==> src/rtl/timer_pkg.sv <==
// Shared state encoding and BCD digit limits for the microwave mm:ss countdown timer.
package timer_pkg;

   typedef enum logic [1:0] {
      ST_IDLE  = 2'd0,
      ST_RUN   = 2'd1,
      ST_PAUSE = 2'd2,
      ST_DONE  = 2'd3
   } state_t;

   localparam logic [3:0] DIGIT_MAX    = 4'd9;
   localparam logic [3:0] SEC_TENS_MAX = 4'd5;

endpackage

==> src/rtl/bcd_digit_down.sv <==
// One BCD digit of the countdown: parallel load for keypad shift, decrement with wrap to MAX and borrow-out.
module bcd_digit_down #(
   parameter logic [3:0] MAX = 4'd9
) (
   input  logic       clk100,
   input  logic       clear,
   input  logic       dec,
   input  logic       load,
   input  logic [3:0] din,
   output logic [3:0] q,
   output logic       borrow
);

   assign borrow = dec & (q == 4'd0);

   always_ff @(posedge clk100 or posedge clear) begin
      if (clear)     q <= 4'd0;
      else if (load) q <= din;
      else if (dec)  q <= (q == 4'd0) ? MAX : q - 4'd1;
   end

endmodule

==> src/rtl/timer_mmss.sv <==
// BCD mm:ss countdown register: keypad digits shift in while IDLE, 1 Hz ticks count down while RUN.
// Optional TIMER_DONE_PULSE_EN adds a one-cycle done_pulse on the RUN->DONE transition.
module timer_mmss #(
   parameter logic [3:0] SEC_TENS_MAX = timer_pkg::SEC_TENS_MAX,
   parameter logic [3:0] DIGIT_MAX    = timer_pkg::DIGIT_MAX
) (
   input  logic       clk100,
   input  logic       clear,
   input  logic [3:0] D,
   input  logic       loadn,
   input  logic       pgt_1Hz,
   input  logic       enablen,
   output logic [3:0] sec_ones,
   output logic [3:0] sec_tens,
   output logic [3:0] min_ones,
   output logic [3:0] min_tens,
   output logic       zero,
`ifdef TIMER_DONE_PULSE_EN
   output logic       done_pulse,
`endif
   output logic       running
);

   import timer_pkg::*;

   state_t state, state_nxt;
   logic   loadn_q, tick_q;
   logic   load_ev, tick_ev;
   logic   shift, dec_en, one_left;
   logic   so_b, st_b, mo_b, mt_b;

   always_ff @(posedge clk100 or posedge clear) begin
      if (clear) begin
         loadn_q <= 1'b1;
         tick_q  <= 1'b0;
      end else begin
         loadn_q <= loadn;
         tick_q  <= pgt_1Hz;
      end
   end

   assign load_ev = loadn_q & ~loadn;
   assign tick_ev = ~tick_q & pgt_1Hz;

   // Pause request beats a coincident tick, so decrement needs enablen low too.
   assign shift  = (state == ST_IDLE) & load_ev & (D <= 4'd9);
   assign dec_en = (state == ST_RUN) & tick_ev & ~enablen;

   bcd_digit_down #(.MAX(DIGIT_MAX)) u_sec_ones (
      .clk100(clk100), .clear(clear), .dec(dec_en), .load(shift),
      .din(D), .q(sec_ones), .borrow(so_b));

   bcd_digit_down #(.MAX(SEC_TENS_MAX)) u_sec_tens (
      .clk100(clk100), .clear(clear), .dec(so_b), .load(shift),
      .din(sec_ones), .q(sec_tens), .borrow(st_b));

   bcd_digit_down #(.MAX(DIGIT_MAX)) u_min_ones (
      .clk100(clk100), .clear(clear), .dec(st_b), .load(shift),
      .din(sec_tens), .q(min_ones), .borrow(mo_b));

   bcd_digit_down #(.MAX(DIGIT_MAX)) u_min_tens (
      .clk100(clk100), .clear(clear), .dec(mo_b), .load(shift),
      .din(min_ones), .q(min_tens), .borrow(mt_b));

   assign zero     = ~|{min_tens, min_ones, sec_tens, sec_ones};
   assign running  = (state == ST_RUN);
   assign one_left = (min_tens == 4'd0) & (min_ones == 4'd0) &
                     (sec_tens == 4'd0) & (sec_ones == 4'd1);

   always_ff @(posedge clk100 or posedge clear) begin
      if (clear) state <= ST_IDLE;
      else       state <= state_nxt;
   end

   always_comb begin
      state_nxt = state;
      case (state)
         ST_IDLE:  if (!enablen && !zero) state_nxt = ST_RUN;
         ST_RUN: begin
            if (enablen) state_nxt = ST_PAUSE;
            // mt_b only fires on an underflow RUN should never reach; stop rather than wrap.
            else if (dec_en && (one_left || mt_b)) state_nxt = ST_DONE;
         end
         ST_PAUSE: if (!enablen) state_nxt = ST_RUN;
         ST_DONE:  if (enablen)  state_nxt = ST_IDLE;
         default:  state_nxt = ST_IDLE;
      endcase
   end

`ifdef TIMER_DONE_PULSE_EN
   always_ff @(posedge clk100 or posedge clear) begin
      if (clear) done_pulse <= 1'b0;
      else       done_pulse <= (state == ST_RUN) && (state_nxt == ST_DONE);
   end
`endif

endmodule

==> config.mk <==
export PLATFORM = sky130hd
export DESIGN_NAME = timer_mmss
export DESIGN_NICKNAME = d
export VERILOG_FILES = /design/src/rtl/timer_pkg.sv /design/src/rtl/bcd_digit_down.sv /design/src/rtl/timer_mmss.sv
export SDC_FILE = /design/constraint.sdc
export NUM_CORES = 1
export LEC_CHECK = 0
export CORE_MARGIN = 5
export CORE_UTILIZATION = 48
export DETAILED_ROUTE_END_ITERATION = 8
export PLACE_DENSITY = 0.78
export REMOVE_ABC_BUFFERS = 1
export SLEW_MARGIN = 15
export SYNTH_ARGS = -nofsm -noshare
export SYNTH_HDL_FRONTEND = slang
export SYNTH_SLANG_ARGS = --single-unit
==> constraint.sdc <==
create_clock -name clk100 -period 2.72 [get_ports clk100]
set_input_delay 0.544 -clock clk100 [delete_from_list [all_inputs] [get_ports clk100]]
set_output_delay 0.544 -clock clk100 [all_outputs]
set_load 0.02 [all_outputs]
## After elaboration in Yosys (flattened, before gate mapping)

Cells that the tools add are included.
Widths: inputs -> output; s select.

| word-level totals | value |
|---|---|
| flip-flop bits (word level) | 20 |
| bits of input ports | 9 |
| RAM bits | 0 |
| bits in read-only memories | 0 |
| output and inout bits | 18 |
| bits in latches | 0 |
| word-level logic and storage cells | 70 |
| memories kept | 0 |

| cells by class | value |
|---|---|
| muxes and demuxes | 18 |
| reduce and logical (&&, ||, !) cells | 16 |
| order comparisons | 1 |
| add/sub/neg operators | 4 |
| bitwise logic cells | 16 |
| shift-type cells | 0 |
| $mul | 0 |
| equality and inequality tests | 8 |
| divide/modulo/power cells | 0 |

Operator list:

| cell | number |
|---|---|
| $mux 4 | 12 |
| $logic_not 4->1 | 4 |
| $reduce_or 16->1 | 1 |
| $sub 4x1->4 const B | 4 |
| $and 1x1->1 | 13 |
| $mux 2 | 5 |
| $pmux 2 s4 | 1 |
| $reduce_bool 2->1 | 4 |
| $eq 2x2->1 const B | 2 |
| $eq 4x1->1 const B | 1 |
| $le 4x4->1 const B | 1 |
| $ne 2x2->1 const B | 2 |
| $reduce_and 4->1 | 1 |
| $ne 3x2->1 const B | 1 |
| $not 1->1 | 3 |
| $eq 2x1->1 const B | 1 |
| $logic_and 1x1->1 | 2 |
| $logic_not 1->1 | 2 |
| $logic_not 2->1 | 1 |
| $ne 2x1->1 const B | 1 |
| $logic_or 1x1->1 | 1 |

## Longest topological paths before layout

| depth | value |
|---|---|
| depth after elaboration | 13 |
| depth in mapped cells | 6 |
| gate-level depth less buffers | 4 |

## By module

A second synthesis with hierarchy kept.

| second synthesis, totals | value |
|---|---|
| cells, all modules | 117 |
| area total of the unflattened synthesis | 1,146.1 um2 |

Modules (own cells, without submodules):

| module | area each (um2) | cells an instance | sequential area each (um2) | times used |
|---|---|---|---|---|
| bcd_digit_down (u_min_ones ...) | 226.5 | 23 | 100.1 | 3 |
| timer_mmss | 266.5 | 26 | 101.3 | 1 |
| bcd_digit_down (u_sec_tens) | 200.2 | 22 | 100.1 | 1 |

## Worst setup path before layout

OpenSTA, ideal clock, no wires.

| timing | value |
|---|---|
| path kind | flip-flop to output port |
| start point | register u_sec_tens.q[0] |
| end point | output port zero |
| data arrival time | 2,383 ps |
| stages on the path, launching flop included | 6 |
| data required time | 2,176 ps |
| slack | -207 ps |
| buffers on the path | 1 |
| cell sequence | dfrtp_1 -> or3_1 -> or4_1 -> buf_2 -> or4_4 -> nor3_1 |

| on the way | value |
|---|---|
| longest elaborated chain between the ends | 2 |

RTL lines:

| item | RTL line | source |
|---|---|---|
| from (decl) | bcd_digit_down.sv:10 | `output logic [3:0] q,` |
| from (signal assigned) | bcd_digit_down.sv:18 | `else if (load) q <= din;` |
| from (signal assigned) | bcd_digit_down.sv:19 | `else if (dec) q <= (q == 4'd0) ? MAX : q - 4'd1;` |
| $reduce_or 16->1 | timer_mmss.sv:65 | `assign zero = ~\|{min_tens, min_ones, sec_tens, sec_ones};` |
| $logic_not 1->1 | timer_mmss.sv:65 |  |
| to (decl) | timer_mmss.sv:17 | `output logic zero,` |

Every way passes these cells.

## Worst setup path after layout

| timing | value |
|---|---|
| start point | register u_sec_tens.q[2] |
| end point | output port zero |

The elaborated chain is that of the path after synthesis.

==> flow_summary.yaml <==
run_status:
  status: "complete, but fails checks"
  violations: "setup timing"
cts:
  cts_root_buf: "clkbuf_4"
  cts_buffers: 3
  cts.sinks: 20
  holdBufCountCts: 0
  htreeDepth: 1
  clk_latency_ns: 0.31
  clk_pin_slew_ns: 0.12
  cts_tree: "done"
  clock_path_buffers: 2
cells_and_area:
  diodes: 0
  area.growth.synth_to_final_pct: 42.02
  finish.utilization_pct: 71.49
  drive_gt1_share_pct: 19.88
  nets: 176
logic_synthesis:
  synth.distinct_cells: 32
  yosysMostFrequentCell: "nor2_1"
  ys_async_sr_fraction_pct: 100.0
  synth_common_cells: "nor2_1 (22), dfrtp_1 (19), a31oi_1 (10)"
  syn_inst: 122
  yosys_warnings: 0
  synth_top_area_cell: "dfrtp_1"
  syn_area_um2: 1114
  synthFlopType: "dfrtp_1"
  yosysSeqAreaShare_pct: 45.06
  synth_edf_count: 0
  ys_top_cells_by_area: "dfrtp_1 (43%), nor2_1 (7.4%), a31oi_1 (5.6%)"
  netlist.area_leader.share_pct: 42.70
  ys_seq_elements: 20
  avgSynthCellArea_um2: 9.128
die:
  die_h_um: 58.17
  start_util_pct: 50.34
  rows: 17
  die_x_um: 58.17
  core_area_um2: 2212
  die-area_um2: 3383
  ios: 27
sta:
  finalCriticalPeriod_ns: 2.788
  fmax_mhz: 358.7
  maxSlewHeadroom_pct: 48.71
  slew_viol_final: 0
  setup_violations: 1
  setup_ws_ns: -0.06784
  hold_violations: 0
  worst_pin_slew_ns: 0.7686
  finalSetupTns_ns: -0.06784
  min_period_over_period_pct: 102.5
  rsz0062_at_grt: "yes"
  finClkSkew_ns: 0.006037
worst_setup_path:
  cpPeakStageDelay_ns: 0.46
  crit_fanout: 2
  crit_required_ns: 2.18
  crit_type: "register to primary output"
  critPathArrivalTime_ns: 2.24
  crit_buf_inv: 1
  worst_path_most_repeated_cell: "or4_4"
  cp_top_family: "simple AND/OR/NAND/NOR gates"
  cp-start-kind: "register"
  slowest_stage: "or4_4"
  path_cells: "or3_4 -> or4_4 -> or4_4 -> nor3_4 -> buf_6"
  endpoint_kind: "primary output"
pwr:
  p_per_area_nw_per_um2: 1009
  p_leak_uw: 0.0006224
  ir_drop_v: 0.0005977
global_route:
  globalRouteTotalUtil_pct: 19.92
  grt_pass1_wl_um: 5264
  grt_remaining_overflow: 0
  antenna_found_initial: 0
  grt_max_degree: 29
  grt_pass1_vias: 1157
routing:
  viasPerCell: 6.103
  ant_nets: 0
  drtPass1Iterations: 4
  first_iter_violations: 41
  vias: 1184
  postRouteWirelength_um: 3207
  drc: 0
  wl_per_cell_um: 16.53
flow_run:
  cap_violations: 0
place:
  place.gp.congestion: 0.8600
  dp_hpwl_um: 2174
  port_buffers: 26
worst_hold_path:
  hp-class: "register to register"
## layout make-up
type	instances	area (um^2)
fill	164	630.6
multi-input combinational	92	591.8
sequential	20	501.7
timing repair buffer	46	411.6
tap	28	35.03
clock buffer	4	26.28
inverter	4	15.01
## cells by family (layout without fill, tap and decap cells)
group                  count (synthesis)  after routing  synth area share, %
AND/OR/NAND/NOR                       53             53                26.40
AO/OA/AOI/OAI                         34             34                20.56
flip-flops                            20             20                45.06
buffers and inverters                 10             54                3.595
XOR/XNOR                               3              3                2.360
multiplexers                           2              2                2.022
## worst register-to-register path, cell delays in order, from the launching register on
cell     delay [ns]
dfrtp_1        0.52
nor4b_1        0.63
nand2_1        0.40
or4_1          0.57
a31oi_1        0.19
## placed cells by master (no fill, tap or decap), types with 2 or more instances in the layout
master	synthesis	routed
clkdlybuf4s50_1	0	25
nor2_1	22	22
buf_4	0	20
dfrtp_1	19	19
a31oi_1	10	10
or4_1	8	7
o31ai_1	5	5
o21ai_0	4	4
nand2_1	4	4
or3_1	5	4
a21oi_1	4	4
inv_1	4	4
or4_4	2	3
xor2_1	3	3
o211ai_1	3	3
clkbuf_4	0	3
nand2b_1	2	2
o21ai_1	2	2
o41ai_1	2	2
nand3b_1	2	2
mux2_2	2	2
a22o_1	2	2
## stage by stage
stage / worst slack, ns / cells / hold WS, ns / total power (uW) / area [um^2]
3_5_place_dp: -0.3122 / 188 / 0.5836 / 1394 / 1519
4_1_cts: -0.1137 / 193 / 0.6000 / 1569 / 1569
3_3_place_gp: -0.2563 / 188 / 0.5743 / 1369 / 1519
6_report: -0.06784 / 194 / 0.6013 / 1596 / 1582
2_1_floorplan: -0.3396 / 116 / 0.5071 / 934.0 / 1089
5_1_grt: -0.1483 / 194 / 0.6301 / 1694 / 1582
## flip-flops by register name (all words and copies together), names as in the netlist
name and count:
u_min_ones.q 4, u_min_tens.q 4, u_sec_ones.q 4, u_sec_tens.q 4
state 2, loadn_q 1, tick_q 1
## worst paths after layout
kind / startpoint / end / slack [ns] / cells past startpoint
worst max register to register: u_sec_ones.q[1]$_DFFE_PP0P_ / u_min_tens.q[0]$_DFFE_PP0P_ / 0.35 / 4
min in group asynchronous: clear / u_min_tens.q[2]$_DFFE_PP0P_ / 0.67 / 2
worst min register to register: u_min_tens.q[1]$_DFFE_PP0P_ / u_min_tens.q[1]$_DFFE_PP0P_ / 0.60 / 2
worst min-delay path: u_min_tens.q[1]$_DFFE_PP0P_ / u_min_tens.q[1]$_DFFE_PP0P_ / 0.60 / 2
worst max-delay path: u_sec_tens.q[2]$_DFFE_PP0P_ / zero / -0.07 / 5
max in group asynchronous: clear / u_sec_tens.q[2]$_DFFE_PP0P_ / 1.57 / 2
## what timing repair did
| action | CTS | global route |
|---|---|---|
| buffers inserted | 1 | 1 |
| gates resized for setup | 10 | 1 |
| setup endpoints to repair | 1 | 1 |
| pin swaps | 3 | 1 |
## report_power, final
part           total, uW  leakage, uW  internal, uW  switching, uW
logic                907     0.000374           449            458
registers            536     0.000234           412            124
clock network        153    0.0000150          57.2           96.1
## per-layer routing
layer / track usage [%] / up-vias / routed length [um]
li1: - / 553 / -
met2: 32.58 / 43 / 1608
met5: 0 / - / 0
met3: 2.895 / 6 / 146
met1: 26.25 / 582 / 1402
met4: 8.278 / 0 / 51
Note: power is estimated with default switching activity, not from simulation.
==> RTL edit 1 (same flow settings) <==
Add an input register stage for `D`, `loadn`, `pgt_1Hz` and `enablen`; this delays them by one clock.
--- a/src/rtl/timer_mmss.sv
+++ b/src/rtl/timer_mmss.sv
@@ -24,4 +24,16 @@
    import timer_pkg::*;
 
+   logic [3:0] D_q;
+   logic loadn_r;
+   logic pgt_1Hz_q;
+   logic enablen_q;
+
+   always_ff @(posedge clk100) begin
+      D_q       <= D;
+      loadn_r   <= loadn;
+      pgt_1Hz_q <= pgt_1Hz;
+      enablen_q <= enablen;
+   end
+
    state_t state, state_nxt;
    logic   loadn_q, tick_q;
@@ -35,19 +47,19 @@
          tick_q  <= 1'b0;
       end else begin
-         loadn_q <= loadn;
-         tick_q  <= pgt_1Hz;
+         loadn_q <= loadn_r;
+         tick_q  <= pgt_1Hz_q;
       end
    end
 
-   assign load_ev = loadn_q & ~loadn;
-   assign tick_ev = ~tick_q & pgt_1Hz;
+   assign load_ev = loadn_q & ~loadn_r;
+   assign tick_ev = ~tick_q & pgt_1Hz_q;
 
    // Pause request beats a coincident tick, so decrement needs enablen low too.
-   assign shift  = (state == ST_IDLE) & load_ev & (D <= 4'd9);
-   assign dec_en = (state == ST_RUN) & tick_ev & ~enablen;
+   assign shift  = (state == ST_IDLE) & load_ev & (D_q <= 4'd9);
+   assign dec_en = (state == ST_RUN) & tick_ev & ~enablen_q;
 
    bcd_digit_down #(.MAX(DIGIT_MAX)) u_sec_ones (
       .clk100(clk100), .clear(clear), .dec(dec_en), .load(shift),
-      .din(D), .q(sec_ones), .borrow(so_b));
+      .din(D_q), .q(sec_ones), .borrow(so_b));
 
    bcd_digit_down #(.MAX(SEC_TENS_MAX)) u_sec_tens (
@@ -76,12 +88,12 @@
       state_nxt = state;
       case (state)
-         ST_IDLE:  if (!enablen && !zero) state_nxt = ST_RUN;
+         ST_IDLE:  if (!enablen_q && !zero) state_nxt = ST_RUN;
          ST_RUN: begin
-            if (enablen) state_nxt = ST_PAUSE;
+            if (enablen_q) state_nxt = ST_PAUSE;
             // mt_b only fires on an underflow RUN should never reach; stop rather than wrap.
             else if (dec_en && (one_left || mt_b)) state_nxt = ST_DONE;
          end
-         ST_PAUSE: if (!enablen) state_nxt = ST_RUN;
-         ST_DONE:  if (enablen)  state_nxt = ST_IDLE;
+         ST_PAUSE: if (!enablen_q) state_nxt = ST_RUN;
+         ST_DONE:  if (enablen_q)  state_nxt = ST_IDLE;
          default:  state_nxt = ST_IDLE;
       endcase
Behaviour: not the same (a bounded check fails within 4 cycles, from zero or initial values).
==> RTL edit 1 against the original RTL <==
Clock skew barely moved. Via count fell by 3.4%. Critical path depth fell by 1. Final area rose by 7.9%. Power rose by 3.7%. Core utilization fell by 8.5 points. Routed wire length fell by 4.0%. Setup slack improved by 0.20 ns. Highest routed layer unchanged. Clock power rose by 15%. Hold slack got worse by 0.26 ns. Synthesized area rose by 20%. Sequential cell count rose by 7. Non-clock buffer count fell by 12.
==> RTL edit 1: results (changes against the original RTL) <==
- Vias per inst: 5.75 (-5.8%)
- Root Driver: clkbuf_4
- Sequential area share after synthesis: 48.1% (+3.0 points)
- Outcome: completed
- Sw Share: 42.2% (-0.23 points)
- Starting DRC count in detailed routing: 67 (+63%)
- Synth top area cells: dfrtp_1 36%, dfxtp_1 10%, o21ai_0 4.5%
- Slowest CP cell: dfrtp_1
- Synth top cells by count: 19 x dfrtp_1, 15 x nor2_1, 12 x o21ai_0
- First-pass GRT wire length: 5060 um (-3.9%)
- CTS Buf Count: 3 (unchanged)
- Worst Skew: 0.00595 ns (-0.0000842 ns)
- Maximum number of pins on one net before global-route repair: 21 (-28%)
- Vias in the first global route: 1105 (-4.5%)
- Layout cells sized above 1: 15.5% (-4.4 points)
- PortBufs: 26 (unchanged)
- Final GP Congestion: 0.850 (-1.1%)
- Critical Path Max Stage Delay: 0.48 ns (+0.02 ns)
- WL/cell: 15.5 um (-6.4%)
- Top_reg_cell synth: dfrtp_1
- TritonRoute pass-1 iters: 4 (unchanged)
- Dpl cell area: 1670 um^2 (+9.7%)
- Synth unique cells: 44 (+38%)
- Leak pwr: 0.646 nW (+3.7%)
- CP delay by family, top: simple AND/OR/NAND/NOR gates
- Clock Tree Buf Depth: 2 (unchanged)
- Pre-CTS WS: 0.0633 ns (+0.376 ns)
- Antenna violations before repair: 0 (unchanged)
- Later-pin clock latency in the skew report: about 0.32 ns
- Worst-path clk slew: 0.15 ns (+0.03 ns)
- H-tree levels: 1 (unchanged)
- Hold Crit Class: reg -> reg
- Warnings from Yosys: 0 (unchanged)
- Hpwl dp: 2300 um (+5.7%)
- GRT Total Usage: 15.6% (-4.4 points)
- Post-synthesis async set-or-reset flop share: 74.1% (-26 points)
- CP Max Fanout: 7 (+5)
- Peak supply drop: 689 uV (+15%)
- Max_slew headroom: 48.2% (-0.55 points)
- Nets: 178 (+1.1%)
- ANT cells: 0 (unchanged)
- Final Slew Violations: 0 (unchanged)
==> RTL edit 1: cell count changes after synthesis, moves of 4 or more <==
cell	unedited run	this run
dfxtp_1	0	7
nand2_1	4	10
o21ai_0	4	12
or4_1	8	4
nand3_1	1	5
nor2_1	22	15
==> RTL edit 1: power by group through the flow <==
stage	Sequential (W)	Combinational (W)	Clock [W]
finish	0.000709	0.000770	0.000176
global route	0.000735	0.000822	0.000198
CTS	0.000707	0.000776	0.000179
detailed placement	0.000711	0.000769	0
global placement	0.000697	0.000760	0
floorplan	0.000847	0.000234	0
==> RTL edit 1: area by class of cell <==
class / count / area, um^2
multi-input cells: 99 / 662
inverters: 4 / 15.0
clock inverters: 1 / 7.51
clock buffers: 3 / 22.5
well taps: 31 / 38.8
flip-flops and latches: 27 / 642
fillers: 238 / 1000
repair buffers: 34 / 319
==> RTL edit 1: final timing paths <==
kind | from | to | slack (ns) | cells after the start
worst min-delay path | loadn_r | loadn_q | 0.34 | 0
worst min register to register | loadn_r | loadn_q | 0.34 | 0
max in group asynchronous | clear | u_min_ones.q[0] | 1.60 | 2
worst max register to register | state[1] | u_min_tens.q[0] | 0.67 | 4
worst max-delay path | u_min_ones.q[1] | zero | 0.13 | 4
min in group asynchronous | clear | state[0] | 0.63 | 2
==> RTL edit 1: timing repair <==
action	4_1_cts	5_1_grt
setup buffers	0	0
resized for setup	3	0
setup endpoints to repair	1	0
==> RTL edit 1: logic make-up after synthesis <==
logic type	synth area share, %
and+or+nand+nor	29.9
AOI/OAI and AO/OA	15.5
DFF	48.1
buffers and inverters	3.19
xor gates and xnor gates	2.62
muxes	0.750
==> RTL edit 1: metal layers <==
metal / GRT usage [%] / vias to the layer above / part of all wire, %
li1: - / 563 / -
met1: 20.2 / 548 / 46
met2: 24.9 / 27 / 48
met3: 3.24 / 6 / 4.5
met4: 6.90 / 0 / 1.7
met5: 0 / - / 0
==> RTL edit 1: stage by stage <==
step / util [%] / std cells / total power, W
final: 63.0 / 199 / 0.00166
after floorplan: - / 130 / 0.00108
after detailed placement: 61.5 / 195 / 0.00148
after CTS: 63.0 / 199 / 0.00166
after global placement: 61.5 / 195 / 0.00146
after global routing: 63.0 / 199 / 0.00176
==> RTL edit 2 (same flow settings) <==
Without the edit above. Build with the macro `TIMER_DONE_PULSE_EN` defined.
--- a/src/rtl/timer_mmss.sv
+++ b/src/rtl/timer_mmss.sv
@@ -1,4 +1,6 @@
 // BCD mm:ss countdown register: keypad digits shift in while IDLE, 1 Hz ticks count down while RUN.
 // Optional TIMER_DONE_PULSE_EN adds a one-cycle done_pulse on the RUN->DONE transition.
+`define TIMER_DONE_PULSE_EN
+
 module timer_mmss #(
    parameter logic [3:0] SEC_TENS_MAX = timer_pkg::SEC_TENS_MAX,
Formal check against the unedited RTL (old outputs only; new: done_pulse): equivalent (equiv_simple and equiv_induct, registers matched by name and starting in step).
==> RTL edit 2 against the original RTL <==
First-iteration DRC count unchanged. Synthesized area up 3.6%. Die area is 3.0% higher. Sequential cell count increased by 1. Maximum frequency rose by 5.5%. The run now ends clean. Routed wire length fell by 2.4%. Non-clock buffer count fell by 3. Setup slack gained 0.14 ns. Critical path depth down 1. Power shrank 9.1%. Final area is 0.16% higher.
==> RTL edit 2: results (changes against the original RTL) <==
- Flop2flop setup slack: approximately 0.34 ns
- Antenna violations before repair: 0 (unchanged)
- PortBufs: 27 (+3.8%)
- Dpl cell area: 1550 um^2 (+2.3%)
- Worst endpoint data arrival time: 2.10 ns (-0.14 ns)
- Outcome: completed
- CTS Buf Count: 3 (unchanged)
- Critical Path Max Stage Delay: 0.65 ns (+0.19 ns)
- Hold-fix buffers, CTS: 0 (unchanged)
- Seq cells post-synth: 21 (+5.0%)
- Crit path launch: u_min_ones.q[3]
- First-pass GRT wire length: 4960 um (-5.8%)
- Peak supply drop: 701 uV (+17%)
- Reg2reg path depth: 5 (+1)
- Synth top cells by count: 21 x nor2_1, 20 x dfrtp_1, 9 x o21ai_0
- Leak pwr: 0.642 nW (+3.1%)
- Clock Tree Buf Depth: 2 (unchanged)
- Layout cells sized above 1: 14.7% (-5.2 points)
- Crit path time final: 2.64 ns (-0.144 ns)
- Slowest CP cell: or4_1
- ANT cells: 0 (unchanged)
- Fill count: 206 (+26%)
- Maximum number of pins on one net before global-route repair: 22 (-24%)
- TritonRoute pass-1 iters: 4 (unchanged)
- WL/cell: 15.8 um (-4.3%)
- Max_slew headroom: 45.9% (-2.8 points)
- CP Max Fanout: 5 (+3)
- Final GP Congestion: 0.847 (-1.5%)
- Synth Instances: 129 (+5.7%)
- Worst flop-to-flop path startpoint: u_sec_tens.q[1]
- Warnings from Yosys: 0 (unchanged)
- Synth top area cells: dfrtp_1 43%, nor2_1 6.8%, o21ai_0 3.9%
- Worst Skew: 0.00956 ns (+0.00352 ns)
- Synth unique cells: 36 (+13%)
- Vias in the first global route: 1048 (-9.4%)
- Crit path to: zero
- Hpwl dp: 2340 um (+7.8%)
- # Post-CTS Setup Buffers: 0 (-1)
- Vias per inst: 5.97 (-2.2%)
- CP delay by family, top: simple AND/OR/NAND/NOR gates
- Placed insts: 194 (+3.2%)
- GRT Total Usage: 18.9% (-1.1 points)
- Sequential area share after synthesis: 45.7% (+0.61 points)
- Nets: 180 (+2.3%)
- Pre-CTS WS: -0.140 ns (+0.173 ns)
- FF-to-FF End: u_min_tens.q[1]
- Hold Crit Class: reg -> reg
- Post-Layout Cell Count: 198 (+2.1%)
## RTL edit 2: cell type report
type                       instances  share of cell area [%]
clock buffer                       4                    1.66
sequential                        21                    33.3
tap                               28                    2.21
inverter                           3                   0.711
multi-input combinational         99                    37.6
timing repair buffer              43                    24.6
## RTL edit 2: cells by family (layout without fill, tap and decap cells)
group           Yosys count  in the layout  synth area share, %
simple gates             61             61                 28.7
compound gates           35             35                 20.0
flops                    21             21                 45.7
buf+inv                   9             50                 3.14
mux                       2              2                 1.74
xor+xnor                  1              1                0.759
## RTL edit 2: timing repair
action,4_1_cts,5_1_grt
endpoints found under the hold margin,0,0
pin swaps,0,0
resized for setup,1,1
endpoints found under the setup margin,1,1
## RTL edit 2: power breakdown
part,switching (W),internal [W]
combinational,0.000379,0.000367
clock,0.0000932,0.0000571
sequential,0.000141,0.000415
## RTL edit 2: metal layers
metal	vias to the layer above	global-route usage, %	routed length, um
met5	-	0	0
met4	0	7.77	23
met3	2	2.61	153
met2	39	30.8	1560
met1	570	25.0	1400
li1	571	-	-
## RTL edit 2: metrics by stage
stage | power [W] | utilization, %
finish | 0.00145 | 70.3
detailed placement | 0.00130 | 68.9
floorplan | 0.000904 | -
CTS | 0.00145 | 70.0
global placement | 0.00128 | 68.9
global route | 0.00155 | 70.3
## RTL edit 2: worst min path at each step
| stage | from | slack [ns] | cells past startpoint | end |
|---|---|---|---|---|
| after floorplan | clear | 0.52 | 1 | done_pulse |
| after global placement | u_min_tens.q[1] | 0.55 | 1 | done_pulse |
| after detailed placement | u_min_tens.q[1] | 0.55 | 1 | done_pulse |
| after CTS | u_min_tens.q[1] | 0.57 | 1 | done_pulse |
| after global routing | u_min_tens.q[1] | 0.61 | 1 | done_pulse |
| final | u_min_tens.q[1] | 0.58 | 1 | done_pulse |
